--- src/rtl/iter_shifter.sv ---
// Iterative shift unit: one bit position per clock, four modes, valid/ready on both sides.
// Result, carry and zero flag are held in DONE until the consumer takes them.
module iter_shifter #(
   parameter int WIDTH = 16,
   parameter int SHW   = $clog2(WIDTH)
) (
   input  logic             CLK,
   input  logic             reset,
   input  logic             in_valid,
   output logic             in_ready,
   input  logic [WIDTH-1:0] in_data,
   input  logic [SHW-1:0]   in_amt,
   input  logic [1:0]       in_mode,
   output logic             out_valid,
   input  logic             out_ready,
   output logic [WIDTH-1:0] out_data,
   output logic             out_carry,
   output logic             out_zero,
   output logic             busy
);

   typedef enum logic [1:0] {IDLE, SHIFT, DONE} state_t;

   localparam logic [1:0] MODE_SRA = 2'b10;
   localparam logic [1:0] MODE_ROL = 2'b11;

   state_t           state_reg, state_next;
   logic [WIDTH-1:0] data_reg, data_next;
   logic [SHW-1:0]   count_reg, count_next;
   logic [1:0]       mode_reg, mode_next;
   logic             carry_reg, carry_next;

   logic [WIDTH-1:0] step_left, step_right, step_data;
   logic             fill_left, fill_right, dir_right, step_carry;

   // SRL (01) and SRA (10) move right; SLL (00) and ROL (11) move left.
   assign dir_right  = mode_reg[1] ^ mode_reg[0];
   assign fill_left  = (mode_reg == MODE_ROL) ? data_reg[WIDTH-1] : 1'b0;
   assign fill_right = (mode_reg == MODE_SRA) ? data_reg[WIDTH-1] : 1'b0;

   generate
      for (genvar gi = 0; gi < WIDTH; gi++) begin : g_step
         if (gi == 0) begin : g_lsb
            assign step_left[gi] = fill_left;
         end else begin : g_lsb_n
            assign step_left[gi] = data_reg[gi-1];
         end
         if (gi == WIDTH-1) begin : g_msb
            assign step_right[gi] = fill_right;
         end else begin : g_msb_n
            assign step_right[gi] = data_reg[gi+1];
         end
      end
   endgenerate

   assign step_data  = dir_right ? step_right : step_left;
   assign step_carry = dir_right ? data_reg[0] : data_reg[WIDTH-1];

   always_comb begin
      state_next = state_reg;
      data_next  = data_reg;
      count_next = count_reg;
      mode_next  = mode_reg;
      carry_next = carry_reg;
      case (state_reg)
         IDLE: begin
            if (in_valid) begin
               data_next  = in_data;
               count_next = in_amt;
               mode_next  = in_mode;
               carry_next = 1'b0;
               state_next = (in_amt == '0) ? DONE : SHIFT;
            end
         end
         SHIFT: begin
            data_next  = step_data;
            carry_next = step_carry;
            count_next = count_reg - 1'b1;
            if (count_reg == SHW'(1)) begin
               state_next = DONE;
            end
         end
         DONE: begin
            // A new operand offered here waits for IDLE; there is no bypass.
            if (out_ready) begin
               state_next = IDLE;
            end
         end
         default: state_next = IDLE;
      endcase
   end

   always_ff @(posedge CLK) begin
      if (reset) begin
         state_reg <= IDLE;
         data_reg  <= '0;
         count_reg <= '0;
         mode_reg  <= '0;
         carry_reg <= 1'b0;
      end else begin
         state_reg <= state_next;
         data_reg  <= data_next;
         count_reg <= count_next;
         mode_reg  <= mode_next;
         carry_reg <= carry_next;
      end
   end

   assign in_ready  = (state_reg == IDLE);
   assign out_valid = (state_reg == DONE);
   assign busy      = (state_reg == SHIFT) || (state_reg == DONE);
   assign out_data  = data_reg;
   assign out_carry = carry_reg;
   assign out_zero  = (data_reg == '0);

endmodule

--- config.mk ---
export PLATFORM = sky130hd
export DESIGN_NAME = iter_shifter
export DESIGN_NICKNAME = d
export VERILOG_FILES = /design/src/rtl/iter_shifter.sv
export SDC_FILE = /design/constraint.sdc
export NUM_CORES = 1
export LEC_CHECK = 0
export ABC_AREA = 1
export CORE_UTILIZATION = 42
export CTS_CLUSTER_SIZE = 40
export DETAILED_ROUTE_END_ITERATION = 16
export MAX_ROUTING_LAYER = met4
export PLACE_DENSITY = 0.87
export SLEW_MARGIN = 25
export SYNTH_ARGS = -nofsm -noshare
export SYNTH_HDL_FRONTEND = slang
export SYNTH_SLANG_ARGS = --single-unit
--- constraint.sdc ---
create_clock -name CLK -period 1.3 [get_ports CLK]
set_input_delay 0.26 -clock CLK [delete_from_list [all_inputs] [get_ports CLK]]
set_output_delay 0.26 -clock CLK [all_outputs]
set_load 0.02 [all_outputs]
==> flow_metrics.tcl <==
set metrics [dict create \
    outcome "finished with violations" \
    violations "negative setup slack" \
    drv_cap 0 \
    gp_congestion 0.8451 \
    drt-initial-drc-count 349 \
    r2r-start "state_reg[1]" \
    maxSlewHeadroom_pct 77.96 \
    cts_buffers 3 \
    dieHeight_um 61.97 \
    cts_tree "built" \
    holdCritPathClass "reg2reg" \
    path_buf_inv 1 \
    die_area_um2 3840 \
    multiInputGateArea_um2 1100 \
    wire_per_inst_um 20.91 \
    p_int_w 0.004076 \
    worst_pin_slew_ps 327.2 \
    rsz0062_at_grt "yes" \
    hpwl_um 2956 \
    grt_remaining_overflow 0 \
    finalCriticalPeriod_ps 1644 \
    worst_hold_path.endpoint "out_carry" \
    yosys_register_bits 25 \
    grt_pass1_wl_um 9204 \
    setup_ws_ps -344.4 \
    final_cells 353 \
    placedCellCount 330 \
    setup_viol 30 \
    final_common_cell "buf_4" \
    synth_cell_types 17 \
    synth_fp_nets 249 \
    required_ps 1040 \
    grtUsageTotal_pct 34.57 \
    final_cell_mix "34 x buf_4, 31 x o21ai_0, 25 x clkdlybuf4s50_1" \
    drv_slew 0 \
    clk_pin_slew_worst_paths_ps 140 \
    clk_latency_ps 350 \
    crit_slowest_cell "dfxtp_2" \
    first_pass_iters 8 \
    worstSetupStartpointType "register" \
    vias 2162 \
    synthesis.area_um2 1510 \
    antenna_found_initial 0 \
    drt-total-wl_um 7380 \
    root_buffer "clkbuf_4" \
    cts.sinks 25 \
    power.density_nw_per_um2 2848 \
    drt-vias-per-instance 6.125 \
    path_class "reg2out" \
    port_buffers 46 \
    ant_nets 0 \
    power.share.clock_pct 4.9 \
    r2r_cells 9 \
    ir_worst_vdd_uv 1677 \
    syn_area_per_cell_um2 6.992 \
    p_leak_nw 1.179 \
    p_sw_w 0.003934 \
    drc 0 \
    die_x_um 61.97 \
    syn_to_final_growth_pct 86.25 \
    layout-drive-gt1-share_pct 49.51 \
    critical-path-top-delay-family "simple AND/OR/NAND/NOR gates" \
    hold_violations 0 \
    ys_seq_area_share_pct 33.14 \
    netSwitchingFraction_pct 49.11 \
    power_w 0.008010 \
    worst-path-max-fanout 2 \
    num_rows 21 \
    end_kind "output port" \
    slowest_delay_ps 360 \
    skew_ps 2.128 \
    grt_max_degree 23 \
    core_um2 3390 \
    rr_endpoint "out_data[1]" \
    start_util_pct 44.56 \
    clock_path_buffers 2 \
    comb_power_share_pct 76.4 \
    n_antenna_cell 0 \
    yosysWarnings 0 \
    hold_start "out_carry" \
    period_share_pct 126.5 \
    largest_register_ffs 16 \
    first_global_vias 1957 \
    seq_power_share_pct 18.7 \
    postSynthCellCount 216 \
    r2r_slack_ps -310 \
    crit_path_cell_trace "nor4_4 -> nand2_1 -> nor2_2 -> buf_6" \
    min_path_cells 2 \
    max_freq_ghz 0.6081 \
    ios 47 \
    fin_nets 341 \
    fillers 176 \
    h-tree-depth 1 \
    arrival_ps 1380 \
    seq_area_um2 533.0 \
]
tightest hold or removal path, stage by stage, from the launching register on:
cell     delay [ps]
dfxtp_1         350
nand2_2          70
a21oi_2          40
synth_stat cells:
| cell | number | area share (%) |
|---|---|---|
| o21ai_0 | 38 | 13 |
| a21oi_1 | 31 | 10 |
| nand2_1 | 27 | 6.7 |
| dfxtp_1 | 25 | 33 |
| nor2_1 | 22 | 5.5 |
| inv_1 | 19 | 4.7 |
| a21oi_2 | 14 | 8.1 |
| nand3_1 | 10 | 3.3 |
| ha_1 | 7 | 5.8 |
| buf_2 | 6 | 2.0 |
| buf_6 | 4 | 3.0 |
| nor4_1 | 4 | 1.7 |
| clkbuf_1 | 3 | 0.75 |
| inv_4 | 2 | 0.83 |
| o21ai_1 | 2 | 0.66 |
| a31oi_1 | 1 | 0.41 |
| o21ai_2 | 1 | 0.58 |
through the flow:
step,hold slack (ps),instance area (µm²),setup TNS [ps],utilization [%],worst slack (ps)
finish,482.8,2813,-5940,82.98,-344.4
global route,497.5,2813,-7825,82.98,-420.0
CTS,478.7,2610,-3295,77.00,-266.5
detailed placement,465.4,2285,-4053,67.40,-399.9
global placement,445.3,2285,-3959,67.40,-382.8
floorplan,329.1,1550,-1316,-,-80.41
cell families (layout without fill, tap and decap cells):
logic type | Yosys count | in the layout | share of synthesized area [%]
compound gates | 87 | 87 | 32.64
simple gates | 63 | 63 | 17.15
flops | 25 | 25 | 33.14
buf+inv | 34 | 125 | 11.27
fa+ha+maj | 7 | 7 | 5.799
how the worst max path moves through the flow:
stage               slack (ps)           end          from  cells past startpoint
floorplan                  -80  count_reg[0]  state_reg[1]                     10
global placement          -380      out_zero  out_data[15]                      4
detailed placement        -400      out_zero  out_data[15]                      4
CTS                       -270      out_zero  out_data[10]                      4
global route              -420   out_data[1]  state_reg[1]                      9
finish                    -340      out_zero  out_data[10]                      4
power by group through the flow:
stage / Sequential [W] / Combinational, W / Clock (W)
2_1_floorplan: 0.00164 / 0.00206 / 0
3_3_place_gp: 0.00126 / 0.00395 / 0
3_5_place_dp: 0.00128 / 0.00402 / 0
4_1_cts: 0.00133 / 0.00510 / 0.000355
5_1_grt: 0.00151 / 0.00645 / 0.000394
6_report: 0.00150 / 0.00612 / 0.000392
layout make-up:
type / count / share of cell area [%]
timing repair buffer: 97 / 34.12
timing repair inverter: 3 / 1.112
multi-input combinational: 157 / 39.10
sequential: 25 / 18.95
tap: 46 / 2.046
inverter: 21 / 3.737
clock buffer: 4 / 0.9342
what timing repair did:
item	in CTS	in global routing
cloned	6	1
setup buffers	9	5
resized for setup	143	54
setup endpoints to repair	42	34
endpoints found under the hold margin	0	0
hold buffers	0	0
pin swaps	10	12
metal layers:
metal | wire length, µm | up-vias | share of wire (%) | GRT usage (%)
li1 | - | 922 | - | -
met1 | 2660 | 1001 | 36 | 39.04
met2 | 3626 | 178 | 49 | 54.41
met3 | 680 | 61 | 9.2 | 6.832
met4 | 413 | 0 | 5.6 | 24.44
met5 | 0 | - | 0 | -
(Power assumes the default switching activity.)
